--- src/rtl/disp_pkg.sv ---
// disp_pkg: shared helpers for the round-robin stream dispatcher.
package disp_pkg;
    localparam int MAX_W = 64;
    localparam logic [MAX_W-1:0] PTR_RST = MAX_W'(1);

    function automatic logic [MAX_W-1:0] rotl1(input logic [MAX_W-1:0] v, input int w);
        logic [MAX_W-1:0] r;
        r = '0;
        for (int i = 0; i < MAX_W; i++)
            if (i < w) r[(i + 1) % w] = v[i];
        return r;
    endfunction

    function automatic int lane_lsb(input int lane, input int dw);
        return lane * dw;
    endfunction
endpackage

--- src/rtl/arb_fp.sv ---
// arb_fp: grants the first requester at or above the one-hot priority position, wrapping around.
module arb_fp #(
    parameter int WIDTH = 4
) (
    input  logic [WIDTH-1:0] v_vld,
    input  logic [WIDTH-1:0] v_priority,
    output logic [WIDTH-1:0] v_gnt
);
    logic [2*WIDTH-1:0] w_dbl;
    logic [2*WIDTH-1:0] w_gnt;

    // Doubling the request vector lets the borrow chain wrap past the top lane.
    assign w_dbl = {v_vld, v_vld};
    assign w_gnt = w_dbl & ~(w_dbl - {{WIDTH{1'b0}}, v_priority});
    assign v_gnt = w_gnt[WIDTH-1:0] | w_gnt[2*WIDTH-1:WIDTH];
endmodule

--- src/rtl/disp_rr.sv ---
// disp_rr: 1-to-WIDTH valid/ready dispatcher with round-robin lane choice and per-lane holding registers.
module disp_rr
    import disp_pkg::*;
#(
    parameter int WIDTH  = 4,
    parameter int DATA_W = 32,
    parameter int CNT_W  = 16
) (
    input  logic                    clk,
    input  logic                    rst_n,
    input  logic                    in_vld,
    output logic                    in_rdy,
    input  logic [DATA_W-1:0]       in_data,
    input  logic [WIDTH-1:0]        in_dest_mask,
    output logic [WIDTH-1:0]        v_out_vld,
    input  logic [WIDTH-1:0]        v_out_rdy,
    output logic [WIDTH*DATA_W-1:0] out_data,
    output logic [WIDTH-1:0]        v_sel,
    output logic [CNT_W-1:0]        drop_cnt
);
    logic [WIDTH-1:0] r_ptr;
    logic [WIDTH-1:0] w_free;
    logic [WIDTH-1:0] w_elig;
    logic [WIDTH-1:0] w_gnt;
    logic [WIDTH-1:0] w_ptr_nxt;
    logic [CNT_W-1:0] r_drop;
    logic             w_drop;

    // A lane draining this cycle is free, so each lane sustains one beat per cycle.
    assign w_free    = ~v_out_vld | v_out_rdy;
    assign w_elig    = in_dest_mask & w_free;
    assign in_rdy    = (|w_elig) | ~(|in_dest_mask);
    assign v_sel     = (in_vld & (|w_elig)) ? w_gnt : '0;
    assign w_drop    = in_vld & ~(|in_dest_mask);
    assign w_ptr_nxt = WIDTH'(rotl1(MAX_W'(v_sel), WIDTH));
    assign drop_cnt  = r_drop;

    arb_fp #(.WIDTH(WIDTH)) u_arb (
        .v_vld      (w_elig),
        .v_priority (r_ptr),
        .v_gnt      (w_gnt)
    );

    always_ff @(posedge clk or negedge rst_n) begin
        if (!rst_n) r_ptr <= WIDTH'(PTR_RST);
        else if (|v_sel) r_ptr <= w_ptr_nxt;
    end

    always_ff @(posedge clk or negedge rst_n) begin
        if (!rst_n) r_drop <= '0;
        else if (w_drop && !(&r_drop)) r_drop <= r_drop + 1'b1;
    end

    for (genvar g = 0; g < WIDTH; g++) begin : g_lane
        logic              r_v;
        logic [DATA_W-1:0] r_d;
        always_ff @(posedge clk or negedge rst_n) begin
            if (!rst_n) begin
                r_v <= 1'b0;
                r_d <= '0;
            end else if (v_sel[g]) begin
                r_v <= 1'b1;
                r_d <= in_data;
            end else if (v_out_rdy[g]) begin
                r_v <= 1'b0;
            end
        end
        assign v_out_vld[g] = r_v;
        assign out_data[lane_lsb(g, DATA_W) +: DATA_W] = r_d;
    end
endmodule
--- config.mk ---
export PLATFORM = sky130hd
export DESIGN_NAME = disp_rr
export DESIGN_NICKNAME = d
export VERILOG_FILES = /design/src/rtl/disp_pkg.sv /design/src/rtl/arb_fp.sv /design/src/rtl/disp_rr.sv
export SDC_FILE = /design/constraint.sdc
export NUM_CORES = 1
export LEC_CHECK = 0
export CORE_UTILIZATION = 46
export DETAILED_ROUTE_END_ITERATION = 7
export GPL_TIMING_DRIVEN = 0
export PLACE_DENSITY = 0.8
export SYNTH_ARGS = -nofsm -noshare
export SYNTH_HDL_FRONTEND = slang
export SYNTH_SLANG_ARGS = --single-unit
--- constraint.sdc ---
create_clock -name clk -period 3.8 [get_ports clk]
set_input_delay 0.76 -clock clk [delete_from_list [all_inputs] [get_ports clk]]
set_output_delay 0.76 -clock clk [all_outputs]
set_load 0.005 [all_outputs]
After elaboration in Yosys (flattened, before gate mapping)
Index checks and enable logic that the tools add are counted.
Operators by class
  add/sub/neg operators: 2
  multiplexer cells: 9
  bitwise logic cells: 10
  reductions and logical operators: 10
Operators by type and width (count)
  adder 16 x 1 -> 16 bit (second input constant): 1
  AND reduction 16 bit: 1
  OR reduction 4 bit: 3
  AND 8 bit: 1
  2-to-1 mux 1 bit: 8
  inverter 8 bit: 1
  OR 4 bit: 2
  nonzero test 2 bit: 4
  subtractor 8 x 4 -> 8 bit: 1
  AND 4 bit: 1
  2-to-1 mux 4 bit: 1
  inverter 4 bit: 1
  AND 1 bit: 2
  logical AND 1 bit: 1
  zero test 1 bit: 1
  inverter 1 bit: 1
  OR 1 bit: 1
Storage, ports and cells
  register bits after elaboration: 152
  input bits: 43
  output and inout port bits: 153
  word-level logic and storage cells: 41

Depth between registers and ports, before layout
  depth in word-level cells: 9
  gate-level depth with buffers: 11
  gate-level depth less buffers: 10

By module
Synthesis repeated with hierarchy kept, for this count alone.
Unflattened totals
  cells, all modules: 422
  area total of the unflattened synthesis: 6762.7 um^2
By module, submodules not included
  disp_rr: times used 1, cells an instance 398, area an instance 6576.3 um^2
  arb_fp: times used 1, cells an instance 24, area an instance 186.4 um^2

Least setup slack after synthesis
Ideal clock, no wire load.
  kind: input to output
  start point: input port v_out_rdy[0]
  end point: output port v_sel[0]
  arrival: 2.386 ns
  data required time: 3.040 ns
  path slack: 0.654 ns
  stages on the path: 10
  buffers on the path: 1
  cell sequence: nand2b_1 nand2_1 and2_1 fa_1 nor2b_1 o21ai_1 nor2b_1 o2111ai_1 inv_2 buf_2
On the way
  cells in the longest elaborated chain, start to end: 7
  elaborated cells on any way between the ends: 9
  those cells by class: add/sub (1); mux (1); bitwise (6); reduce/logical (1)
Ends and longest elaborated chain
  from (decl): RTL line disp_rr.sv:16  | input logic [WIDTH-1:0] v_out_rdy,
  OR 4 bit (*): RTL line disp_rr.sv:30  | assign w_free = ~v_out_vld | v_out_rdy;
  AND 4 bit (*): RTL line disp_rr.sv:31  | assign w_elig = in_dest_mask & w_free;
  subtractor 8 x 4 -> 8 bit: RTL line arb_fp.sv:14  | assign w_gnt = w_dbl & ~(w_dbl - {{WIDTH{1'b0}}, v_priority});
  inverter 8 bit: RTL line arb_fp.sv:14
  AND 8 bit: RTL line arb_fp.sv:14
  OR 4 bit: RTL line arb_fp.sv:15  | assign v_gnt = w_gnt[WIDTH-1:0] | w_gnt[2*WIDTH-1:WIDTH];
  2-to-1 mux 4 bit (*): RTL line disp_rr.sv:33  | assign v_sel = (in_vld & (|w_elig)) ? w_gnt : '0;
  to (decl): RTL line disp_rr.sv:18  | output logic [WIDTH-1:0] v_sel,
Mark *: on every way between the ends. The rest lies on a longest branch, timed or not.

Final worst setup path
  start point: input port v_out_rdy[2]
  end point: output port v_sel[1]
The elaborated chain is that of the path after synthesis.

==> results.cfg <==
[synth]
syn_area_mm2 = 0.00614
ys.flop_type = dfrtp_1
synth_seq_cells = 152
synth_edf_count = 0
ys_types = 42
synthCells = 404
yosysSeqAreaShare = 0.619
async_flop_share = 1.00
synth_nets = 453
avgSynthCellArea_um2 = 15.2
ys.warnings.count = 0

[global_routing]
track_usage = 0.231
grt_pass1_wl_um = 24400
grt_antenna_before_repair = 0
grt_pass1_vias = 4451
grt_overflow_total = 0
grt_max_degree = 78

[routing]
drtIter0Drc = 244
vias = 4201
totalWireLength_um = 15100
viasPerCell = 5.18
drc = 0
drtPass1Iterations = 4
wl_per_cell_um = 18.6
drtAntennaViolNets = 0

[sta]
drv_slew = 0
finalClockSkew_ns = 0.00672
tns_ns = 0
worstMarginPinSlew_ns = 0.709
setup_ws_ns = 0.0631
min_period_ns = 3.74
hold_viol_final = 0
setup_viol = 0
holdWs_ns = 0.362
maxSlewHeadroom = 0.527
rsz0062_at_grt = false
fin_crit_sh = 0.983
fmax_mhz = 268

[clocking]
numCtsBuffers = 17
hold_buffers = 0
clkLatencyLatePin_ns = 0.41
cts_tree = built
clk_pin_slew_ns = 0.05
cts_max_level = 4
ctsRootBufferMaster = clkbuf_16
numClockSinks = 152
cts_buffer_depth = 2

[floorplanning]
start_util = 0.479
core_mm2 = 0.0128
die_w_um = 118
placement_rows = 41
die_y_um = 118
num_io_pins = 196
dieArea_mm2 = 0.0138

[power_and_ir_drop]
p_leak_uw = 0.00394
p_per_area_mw_per_mm2 = 854
vdd_drop_max_uv = 474

[layout]
diodes = 0
drive_gt1_frac = 0.324
fill_cells = 887
syn_to_final_growth_pct = 48.5
nNetsFinal = 675
layoutNonFillerInstCount = 811
final_core_util = 0.711

[worst_setup_path]
start_kind = input port
crit_type = input port to output pin
cp_max_fo = 10
cp.arrival_ns = 2.98
required_ns = 3.04
crit_path_end_kind = output pin

[min_path]
worstHoldPathType = input port to async pin

[placement]
placed_cells_incl_taps = 772
port_buffers = 195
gp_congestion = 0.815
hpwl_um = 10300
detailedPlace.worstSlack_ns = -0.726

[run]
cap_viol_max_count = 0

[status]
status = finished, final reports clean
==> layout by cell type (no fill, tap or decap), types with 4 or more instances in the layout <==
master | synthesis | final
inv_1 | 9 | 8
dfrtp_1 | 151 | 151
clkdlybuf4s50_1 | 0 | 188
mux2_1 | 11 | 11
clkbuf_16 | 0 | 17
mux2_4 | 10 | 10
nand4_1 | 4 | 4
mux2_2 | 108 | 108
xnor2_1 | 8 | 8
nand2_1 | 15 | 13
nand3_1 | 5 | 5
xor2_1 | 8 | 8
dlygate4sd2_1 | 0 | 5
clkinv_2 | 0 | 4
buf_2 | 11 | 8
nor2_1 | 5 | 5
buf_4 | 4 | 13
==> path summary, 6_finish.rpt <==
| check | from | to | slack, ns | cells past startpoint |
|---|---|---|---|---|
| hold / removal | rst_n | drop_cnt[5]$_DFFE_PN0P_ | 0.36 | 1 |
| hold reg to reg | g_lane[0].r_d[9]$_DFFE_PN0P_ | g_lane[0].r_d[9]$_DFFE_PN0P_ | 0.49 | 1 |
| min in group clk | g_lane[0].r_d[9]$_DFFE_PN0P_ | g_lane[0].r_d[9]$_DFFE_PN0P_ | 0.49 | 1 |
| max in group asynchronous | rst_n | g_lane[3].r_d[9]$_DFFE_PN0P_ | 2.63 | 2 |
| setup / recovery | v_out_rdy[2] | v_sel[1] | 0.06 | 11 |
| setup reg to reg | g_lane[2].r_v$_DFFE_PN0P_ | g_lane[3].r_d[17]$_DFFE_PN0P_ | 0.96 | 12 |
==> repair_timing <==
item                                    CTS  global route
setup buffers                             7             2
endpoints found under the setup margin    4             2
pin swaps                                 8             4
gates cloned                              0             0
resized for setup                        32             3
==> power breakdown <==
group | switching, uW | total [uW] | internal, uW
combinational | 1100 | 3320 | 2220
clock | 641 | 1660 | 1020
sequential | 429 | 2810 | 2380
total | 2170 | 7790 | 5630
==> sequential cells by signal, summed over array words and instances (netlist names) <==
signal	flops
drop_cnt	16
g_lane.r_v	4
g_lane.r_d	128
r_ptr	4
==> synthesized netlist by cell type (2+ instances only) <==
cell | n | share of area
dfrtp_1 | 151 | 0.61
mux2_2 | 108 | 0.20
nand2_1 | 15 | 0.0092
buf_2 | 11 | 0.0090
mux2_1 | 11 | 0.020
mux2_4 | 10 | 0.024
inv_1 | 9 | 0.0055
xnor2_1 | 8 | 0.011
xor2_1 | 8 | 0.011
ha_1 | 5 | 0.010
nand2b_1 | 5 | 0.0051
nand3_1 | 5 | 0.0041
nor2_1 | 5 | 0.0031
buf_4 | 4 | 0.0049
nand4_1 | 4 | 0.0041
a21oi_1 | 3 | 0.0024
a31oi_1 | 3 | 0.0031
and2_1 | 3 | 0.0031
and3_1 | 3 | 0.0031
buf_6 | 3 | 0.0055
nor2b_1 | 3 | 0.0031
o41ai_2 | 3 | 0.0079
inv_2 | 2 | 0.0012
nor3_1 | 2 | 0.0016
nor3_2 | 2 | 0.0033
nor4_2 | 2 | 0.0041
==> kinds of logic (layout without fill, tap and decap cells) <==
family | Yosys count | count (layout) | synth area share
XOR/XNOR | 16 | 16 | 0.0228
buffers and inverters | 29 | 264 | 0.0261
flip-flops | 152 | 152 | 0.619
AND/OR/NAND/NOR | 54 | 54 | 0.0503
AO/OA/AOI/OAI | 18 | 18 | 0.0257
multiplexers | 129 | 129 | 0.243
adder cells (fa/ha/maj) | 6 | 6 | 0.0134
==> final cells by class <==
class	instances	area (um2)	area share
flip-flops and latches	152	3800	0.417
multi-input cells	223	2280	0.250
repair buffers	205	2040	0.224
clock buffers	21	470	0.0516
well taps	172	215	0.0236
plain buffers	16	128	0.0140
clock inverters	11	121	0.0133
inverters	11	55.1	0.00603
==> critical path: stages <==
cell,delay [ns]
clkdlybuf4s50_1,0.41
nand2b_4,0.15
and2_4,0.19
ha_4,0.28
nand3b_1,0.11
buf_4,0.16
and2_1,0.14
o221a_2,0.25
buf_8,0.13
buf_12,0.14
dlygate4sd2_1,0.26
==> metrics by stage <==
stage                     power (uW)  area [um2]
after global routing            8210        9120
after detailed placement        6010        8340
after floorplan                 4060        6140
after global placement          5900        8310
after CTS                       7840        9100
final                           7790        9120
==> layer usage <==
| layer | share of wire | global-route usage | vias to the layer above |
|---|---|---|---|
| li1 | - | - | 1873 |
| met1 | 0.42 | 0.282 | 2131 |
| met2 | 0.48 | 0.373 | 172 |
| met3 | 0.084 | 0.0872 | 25 |
| met4 | 0.015 | 0.0825 | 0 |
| met5 | 0 | 0 | - |
Power figures use the tool's default switching activity.
==> RTL edit (same flow settings) <==
Change the parameter `CNT_W` from 16 to 24.
--- a/src/rtl/disp_rr.sv
+++ b/src/rtl/disp_rr.sv
@@ -4,7 +4,7 @@
 #(
     parameter int WIDTH  = 4,
     parameter int DATA_W = 32,
-    parameter int CNT_W  = 16
+    parameter int CNT_W  = 24
 ) (
     input  logic                    clk,
     input  logic                    rst_n,
Ports: changed (resized drop_cnt); port bits go from 196 to 204. No check against the original RTL was run, so the function may have changed too.
==> RTL edit against the original RTL <==
- setup slack improved by 0.057 ns
- synthesized cell count rose by 7.4%
- clock power fell by 3%
- critical path depth did not move
- final cell count rose by 6.0%
- sequential cell count rose by 8
- power rose by 4.2%
- critical endpoint is now v_sel[0]
- area after synthesis rose by 9.1%
- wire length rose by 8.2%
- final area rose by 6.9%
==> RTL edit: results (changes against the original RTL) <==
synth top area cells dfrtp_1 (59%), mux2_2 (17%), mux2_4 (5.6%) (was dfrtp_1 (61%), mux2_2 (20%), mux2_4 (2.4%)); largest net degree at the start of global routing 91 (was 78); GP Congestion 0.8018 (was 0.8145); routed len/inst 18.97 um (was 18.60 um); DR vias 4472 (was 4201); synthesized net count 483 (was 453); Iteration-0 DRC Markers 269 (was 244); sequential cell area fraction in the yosys report 59.75% (was 61.92%); Worst Setup SP v_out_rdy[3] (was v_out_rdy[2]); FF-to-FF Start g_lane[0].r_v$_DFFE_PN0P_ (was g_lane[2].r_v$_DFFE_PN0P_); Lkg Pwr 4.210 nW (was 3.945 nW); Layout Nets 716 (was 675); Setup Skew 0.01143 ns (was 0.006716 ns); worst skew pair latency 0.43 ns (was 0.41 ns); Switching Share 28.41% (was 27.80%); worst slew pin tran 0.6623 ns (was 0.7088 ns); first-pass GRT wire length 25440 um (was 24410 um); Arr. time, crit path 2.92 ns (was 2.98 ns); status finished, final reports clean (unchanged); WL met2 8443 um (was 7293 um); Post-Route WL 16320 um (was 15090 um); Hold WS 0.3321 ns (was 0.3620 ns); commonest cells in the netlist dfrtp_1 (159), mux2_2 (103), mux2_4 (25) (was dfrtp_1 (151), mux2_2 (108), nand2_1 (15)); layout cells sized above 1 32.65% (was 32.39%); Netlist cell types 50 (was 42); Placed Cells 817 (was 772); Internal 5.815 mW (was 5.626 mW); maximum vdd drop 0.4749 mV (was 0.4745 mV); r2r setup slk 1.04 ns (was 0.96 ns); syn avg cell area 15.44 um2 (was 15.21 um2); routed wl met3 995 um (was 1273 um)
## RTL edit: cell count changes after synthesis, moves of 3 or more
cell | before | now
mux2_4 | 10 | 25
mux2_1 | 11 | 1
dfrtp_1 | 151 | 159
xnor2_1 | 8 | 16
buf_2 | 11 | 4
mux2_2 | 108 | 103
nand4_1 | 4 | 9
and3_1 | 3 | 7
nand3_1 | 5 | 9
and4_1 | 0 | 3
buf_12 | 0 | 3
nor2b_1 | 3 | 0
## RTL edit: kinds of logic (layout without fill, tap and decap cells)
logic type / count (synthesis) / after routing / synth area share, %
AO/OA/AOI/OAI: 19 / 19 / 3.453
XOR/XNOR: 24 / 24 / 3.248
adder cells (fa/ha/maj): 6 / 6 / 1.232
buffers and inverters: 27 / 273 / 3.155
flip-flops: 160 / 160 / 59.75
multiplexers: 129 / 129 / 23.07
AND/OR/NAND/NOR: 69 / 69 / 6.085
## RTL edit: area by class of cell
cell class | count | area (um2)
plain buffers | 18 | 193.9
fillers | 936 | 4290
flip-flops and latches | 160 | 4005
repair buffers | 214 | 2135
well taps | 180 | 225.2
clock inverters | 9 | 81.33
clock buffers | 23 | 478.0
multi-input cells | 247 | 2597
inverters | 9 | 36.28
## RTL edit: stage by stage
stage	worst slack (ns)	util, %	instance area [um2]	TNS, ns
after CTS	0.002914	69.41	9747	0
after global placement	-4.193	63.74	8950	-669.86
after global routing	0.05316	69.45	9752	0
after floorplan	0.5905	-	6703	0
after detailed placement	-0.7612	63.94	8979	-2.654
final	0.1196	69.45	9752	0
## RTL edit: routing by layer
layer	GRT usage (%)	vias up
met3	7.156	28
li1	-	2013
met5	0	-
met1	26.88	2280
met4	9.985	0
met2	39.04	151
## RTL edit: timing repair
item                                    in CTS  in global routing
pin swaps                                    8                  0
resized for setup                           33                  2
buffers inserted                            11                  0
endpoints found under the setup margin       4                  2
